## src/rtl/gelato_l2_arbiter.sv

```systemverilog
// gelato_l2_arbiter
// Merges the per-SM instruction/data L2 request channels into one L2/memory
// port. Round-robin grant, one transaction in flight, and each response is
// routed back only to the requester that issued it.
// Port 2*i is SM i instruction fetch; port 2*i+1 is SM i data.
// Optional performance counters are enabled by defining GELATO_L2_ARB_PERF_EN.
module gelato_l2_arbiter #(
  parameter int NUM_PORTS  = 8,
  parameter int ADDR_WIDTH = 32,
  parameter int DATA_WIDTH = 32,
  parameter int IDX_WIDTH  = $clog2(NUM_PORTS)
) (
  input  logic                             clk,
  input  logic                             rst_n,
  input  logic                             rdy,
  input  logic [NUM_PORTS-1:0]             req_valid,
  input  logic [NUM_PORTS*ADDR_WIDTH-1:0]  req_addr,
  input  logic [NUM_PORTS*DATA_WIDTH-1:0]  req_wdata,
  input  logic [NUM_PORTS-1:0]             req_we,
  output logic [NUM_PORTS-1:0]             req_ready,
  output logic [NUM_PORTS-1:0]             rsp_valid,
  output logic [DATA_WIDTH-1:0]            rsp_data,
  output logic                             mem_req_valid,
  input  logic                             mem_req_ready,
  output logic [ADDR_WIDTH-1:0]            mem_addr,
  output logic [DATA_WIDTH-1:0]            mem_wdata,
  output logic                             mem_we,
  input  logic                             mem_rsp_valid,
  input  logic [DATA_WIDTH-1:0]            mem_rsp_data,
  output logic [31:0]                      perf_grants,
  output logic [31:0]                      perf_stall_cycles
);

  localparam int SW = IDX_WIDTH + 1;

  typedef enum logic [1:0] {
    IDLE  = 2'd0,
    ISSUE = 2'd1,
    WAIT  = 2'd2,
    RESP  = 2'd3
  } state_t;

  state_t               state;
  logic [IDX_WIDTH-1:0] rr_ptr;
  logic [IDX_WIDTH-1:0] grant;
  logic [IDX_WIDTH-1:0] pick_idx;
  logic                 pick_found;
  logic [SW-1:0]        scan_idx;
  logic                 grant_now;

  // Find the first valid requester at or after rr_ptr, wrapping around the top
  always_comb begin
    pick_found = 1'b0;
    pick_idx   = '0;
    scan_idx   = '0;
    for (int k = 0; k < NUM_PORTS; k++) begin
      scan_idx = {1'b0, rr_ptr} + SW'(k);
      if (scan_idx >= SW'(NUM_PORTS)) begin
        scan_idx = scan_idx - SW'(NUM_PORTS);
      end
      if (!pick_found && req_valid[scan_idx[IDX_WIDTH-1:0]]) begin
        pick_found = 1'b1;
        pick_idx   = scan_idx[IDX_WIDTH-1:0];
      end
    end
  end

  // Grant only from IDLE while enabled; held off while reset is asserted so outputs stay quiet
  assign grant_now = (state == IDLE) && rdy && pick_found && rst_n;
  assign req_ready = grant_now ? (NUM_PORTS'(1) << pick_idx) : '0;

  // Transaction FSM: latch the winner, issue downstream, wait, then route the response back
  always_ff @(posedge clk or negedge rst_n) begin
    if (!rst_n) begin
      state         <= IDLE;
      rr_ptr        <= '0;
      grant         <= '0;
      mem_req_valid <= 1'b0;
      mem_addr      <= '0;
      mem_wdata     <= '0;
      mem_we        <= 1'b0;
      rsp_valid     <= '0;
      rsp_data      <= '0;
    end else begin
      rsp_valid <= '0;
      case (state)
        IDLE: begin
          if (grant_now) begin
            grant         <= pick_idx;
            mem_addr      <= req_addr[pick_idx*ADDR_WIDTH +: ADDR_WIDTH];
            mem_wdata     <= req_wdata[pick_idx*DATA_WIDTH +: DATA_WIDTH];
            mem_we        <= req_we[pick_idx];
            mem_req_valid <= 1'b1;
            state         <= ISSUE;
          end
        end
        ISSUE: begin
          if (mem_req_ready) begin
            mem_req_valid <= 1'b0;
            state         <= WAIT;
          end
        end
        WAIT: begin
          if (mem_rsp_valid) begin
            rsp_data  <= mem_rsp_data;
            rsp_valid <= NUM_PORTS'(1) << grant;
            state     <= RESP;
          end
        end
        RESP: begin
          rr_ptr <= (grant == IDX_WIDTH'(NUM_PORTS - 1)) ? '0 : grant + 1'b1;
          state  <= IDLE;
        end
        default: state <= IDLE;
      endcase
    end
  end

`ifdef GELATO_L2_ARB_PERF_EN
  // Count grants and cycles spent stalled by downstream backpressure
  always_ff @(posedge clk or negedge rst_n) begin
    if (!rst_n) begin
      perf_grants       <= '0;
      perf_stall_cycles <= '0;
    end else begin
      if (grant_now) begin
        perf_grants <= perf_grants + 32'd1;
      end
      if ((state == ISSUE) && !mem_req_ready) begin
        perf_stall_cycles <= perf_stall_cycles + 32'd1;
      end
    end
  end
`else
  assign perf_grants       = '0;
  assign perf_stall_cycles = '0;
`endif

endmodule

```

## config.mk

```make
export PLATFORM = sky130hd
export DESIGN_NAME = gelato_l2_arbiter
export DESIGN_NICKNAME = d
export VERILOG_FILES = /design/src/rtl/gelato_l2_arbiter.sv
export SDC_FILE = /design/constraint.sdc
export NUM_CORES = 1
export LEC_CHECK = 0
export CAP_MARGIN = 15
export CORE_AREA = 2 2 286 288
export CTS_BUF_LIST = sky130_fd_sc_hd__clkbuf_16
export CTS_CLUSTER_DIAMETER = 50
export DETAILED_ROUTE_END_ITERATION = 16
export DIE_AREA = 0 0 288 290
export SLEW_MARGIN = 20
export SYNTH_ARGS = -nofsm -noshare
export SYNTH_HDL_FRONTEND = slang
export SYNTH_SLANG_ARGS = --single-unit
```

## constraint.sdc

```tcl
create_clock -name clk -period 5.6 [get_ports clk]
set_input_delay 1.12 -clock clk [delete_from_list [all_inputs] [get_ports clk]]
set_output_delay 1.12 -clock clk [all_outputs]
set_load 0.01 [all_outputs]
```

==> metrics.md <==
| Metric | Value |
|---|---|
| Vias in the first global route | `10834` |
| Post-Route Skew | `0.0178 ns` |
| Final Cycle Share | `94.7%` |
| Count of unique library cells instantiated by Yosys | `49` |
| Number of register bits inferred by synthesis | `114` |
| Clock buffer count from CTS | `17` |
| Proportion of synthesized area in mux cells | `45.8%` |
| Tightest Hold Check Type | `reg2reg` |
| Proportion of netlist area held by the largest area contributor | `27.1%` |
| Residual overflow from global routing | `0` |
| Antenna viol nets, final | `0` |
| Number of max-slew violations in the final report | `0` |
| Final hold violation count | `0` |
| Floorplan row count | `104` |
| Wire length of the first global-routing pass | `75100 microns` |
| Starting density of the core | `13.1%` |
| Setup violation total in the final timing report | `0` |
| Rel. slew slack | `32.5%` |
| Synthesized cell area | `0.0105 sq mm` |
| Total of buffers placed on input and output ports | `678` |
| Power after layout | `0.0124 W` |
| TritonCTS clock tree | `yes` |
| GR Util All Layers | `12.5%` |
| Type of the setup path with the least slack | `reg2out` |
| Fraction of synthesized cell area in xor and xnor cells | `0.167%` |
| Cts-stage hold buffer count | `0` |
| Relative area change from synthesis to final layout | `80.9%` |
| Post-Synthesis Cells | `964` |
| Routability congestion estimate from global placement | `0.917` |
| Total power per unit cell area | `654 mW/mm^2` |
| Peak clock frequency supported by timing | `189 MHz` |
| Worst Path Arrival | `4.18 ns` |
| Proportion of layout cells with a drive suffix above 1 | `19.2%` |
| Max-capacitance violation count | `0` |
| Crit path from | `rr_ptr[0]` |
| Num ports | `743` |
| DR iter-0 viols | `284` |
| Finished Core Util | `23.7%` |
| Wire length per cell | `20.0 microns` |
| Number of search-and-repair iterations in the first detailed-routing pass | `4` |
| Slew at the pin closest to its max-slew limit | `1.01 ns` |
| Peak ir drop on the vdd network | `0.909 mV` |
| Min Clock Period, post-route | `5.30 ns` |
| DIE WIDTH | `288 microns` |
| Category of the worst setup path capture point | `output port` |
| RSZ-0062 raised after global routing | `false` |
| Vias per std cell | `3.81` |
| CTS root buffer | `sky130_fd_sc_hd__clkbuf_16` |
| Nature of the critical path startpoint | `flip-flop` |
| Asr flop ratio synth | `100%` |
| DRC viols | `0` |
| Overall die height | `290 microns` |
| Largest buffer count on any clock path | `2` |
| Clock transition at the registers of the reported paths | `0.07 ns` |
| Combinational family with the most area after synthesis | `multiplexers` |
| Die outline area | `0.0835 sq mm` |
| Status | `complete, no violations` |
| Part of the Yosys area used for sequential elements | `27.1%` |
| Net total in the final layout | `2196` |
| Detail Placement HPWL | `45200 microns` |
| Antenna violations before repair | `17` |
| Total via count after detailed routing | `10267` |
| Adder and majority gate portion of the synthesized area | `1.43%` |
| Maximum net fanout on the critical path | `10` |
| Reg-to-reg critical path startpoint | `rr_ptr[0]` |
| Pin count of the biggest net entering global routing | `110` |
| Commonest register cell after synthesis | `sky130_fd_sc_hd__dfrtp_1` |
| Static leakage | `7.88 nW` |
| Post-Synthesis Mean Instance Area | `10.9 sq um` |
| Final routed wirelength across all metal layers | `53900 microns` |
| Core Box Area | `0.0802 sq mm` |
| Sinks on Clock Net | `114` |
| Cells taking the most area after synthesis | `sky130_fd_sc_hd__dfrtp_1 27%, sky130_fd_sc_hd__mux2i_1 25%, sky130_fd_sc_hd__mux2_2 18%, sky130_fd_sc_hd__o221ai_2 7.3%, sky130_fd_sc_hd__buf_4 4.6%` |
| Number of enable-type register cells in the synthesized netlist | `0` |
| Simple-gate share of the synthesized area | `5.36%` |
| Number of H-tree levels | `4` |
| Cell taking the most area after synthesis | `sky130_fd_sc_hd__dfrtp_1` |
| Worst min-delay path startpoint | `mem_wdata[17]` |
| Skew-Pair Late Insertion Delay | `0.47 ns` |
| Total of warnings raised by yosys | `0` |
| Complex-gate fraction of the synthesized area | `11.0%` |
| Required time of the critical path | `4.48 ns` |
-- path summary, 6_finish.rpt --
kind / endpoint / slack [ns] / depth (start not counted)
min in group asynchronous: mem_addr[14] / 0.51 / 1
max in group asynchronous: state[1] / 4.01 / 2
min reg2reg: mem_wdata[17] / 0.49 / 2
max reg2reg: mem_wdata[29] / 1.04 / 14
max: req_ready[2] / 0.30 / 13
min: mem_wdata[17] / 0.49 / 2
-- cells by family after synthesis --
kind of cell             count (synthesis)
multiplexers                           445
other                                    1
buffers and inverters                  156
flip-flops                             114
adder cells (fa/ha/maj)                 12
AND/OR/NAND/NOR                        130
XOR/XNOR                                 2
AO/OA/AOI/OAI                          104
-- cell usage after synthesis (4+ instances only) --
| cell type | count |
|---|---|
| sky130_fd_sc_hd__buf_6 | 13 |
| sky130_fd_sc_hd__mux4_2 | 12 |
| sky130_fd_sc_hd__buf_4 | 64 |
| sky130_fd_sc_hd__nor3_1 | 4 |
| sky130_fd_sc_hd__ha_1 | 12 |
| sky130_fd_sc_hd__inv_1 | 13 |
| sky130_fd_sc_hd__and3_1 | 8 |
| sky130_fd_sc_hd__buf_1 | 6 |
| sky130_fd_sc_hd__o221ai_2 | 51 |
| sky130_fd_sc_hd__nand2b_1 | 4 |
| sky130_fd_sc_hd__nand2_1 | 88 |
| sky130_fd_sc_hd__o21ai_0 | 8 |
| sky130_fd_sc_hd__mux2i_1 | 266 |
| sky130_fd_sc_hd__o221ai_1 | 14 |
| sky130_fd_sc_hd__mux2_2 | 165 |
| sky130_fd_sc_hd__nor2_1 | 12 |
| sky130_fd_sc_hd__clkbuf_1 | 35 |
| sky130_fd_sc_hd__buf_2 | 25 |
| sky130_fd_sc_hd__dfrtp_1 | 114 |
| sky130_fd_sc_hd__a21oi_1 | 8 |
-- layout make-up --
type	instances	area, sq um
repair buffers	716	7130
fillers	8564	61100
well taps	1060	1330
multi-input cells	757	7050
diodes	1	2.50
inverters	13	48.8
clock buffers	17	425
flip-flops and latches	114	2850
clock inverters	15	196
-- state kept, by name (all words and copies together) (netlist names) --
register and count:
mem_we 1, mem_req_valid 1, mem_addr 32, rr_ptr 3
rsp_valid 8, mem_wdata 32, rsp_data 32, state 2
grant 3
-- metal layers --
metal	routed length [microns]	global-route usage (%)
met5	111	0
met4	903	3.10
met3	4820	4.32
met2	27200	22.4
met1	20800	14.0
-- where the power goes --
part / switching (W) / total (W) / internal, W
combinational: 0.00478 / 0.00978 / 0.00500
sequential: 0.000236 / 0.00143 / 0.00119
clock: 0.000512 / 0.00122 / 0.000712
total: 0.00553 / 0.0124 / 0.00691
-- layout by cell type, fill, tap and decap left out, drive strengths merged, types with 2 or more instances in the layout --
cell           instances
mux2i                267
xor2                   2
clkinv                 5
clkdlybuf4s50        666
o221ai                65
a21boi                 2
a311oi                 2
nor2b                  2
inv                   19
mux2                 166
a31oi                  2
o2bb2ai                2
a221oi                 2
nor3b                  2
o21ai                 10
nand2b                 4
dlymetal6s2s          11
nor3                   5
dfrtp                114
nand2                 88
nor2                  12
conb                  64
o211ai                 2
and3                   8
mux4                  12
a21oi                  8
nand3                  2
o32ai                  2
bufinv                 3
buf                   39
clkbuf                17
and2                   2
ha                    12
-- worst max-delay path, cell delays in order (launching register included) --
cell	delay, ns
sky130_fd_sc_hd__dfrtp_1	0.35
sky130_fd_sc_hd__inv_1	0.14
sky130_fd_sc_hd__ha_4	0.40
sky130_fd_sc_hd__mux4_2	0.56
sky130_fd_sc_hd__a21oi_1	0.21
sky130_fd_sc_hd__a32oi_2	0.17
sky130_fd_sc_hd__nor3_4	0.24
sky130_fd_sc_hd__buf_4	0.16
sky130_fd_sc_hd__o2111a_1	0.22
sky130_fd_sc_hd__o32ai_4	0.11
sky130_fd_sc_hd__buf_4	0.17
sky130_fd_sc_hd__or2_4	0.26
sky130_fd_sc_hd__nor3_1	0.16
sky130_fd_sc_hd__clkdlybuf4s50_1	0.57
-- through the flow --
step	setup WS [ns]	instance area, sq um	setup TNS (ns)	hold slack (ns)	instances
floorplan	0.762	10800	0	0.500	1027
global placement	-0.274	18300	-1.05	0.469	2658
detailed placement	-0.331	18300	-1.38	0.474	2658
CTS	0.00140	18900	0	0.480	2690
global route	0.0576	19000	0	0.484	2692
finish	0.296	19000	0	0.488	2693
-- timing repair --
action                     in CTS  in global routing
pin swaps                       1                  1
buffers inserted                0                  2
resized for setup               6                 18
setup endpoints to repair       8                  8
No activity file was read; power rests on OpenSTA's default activity.
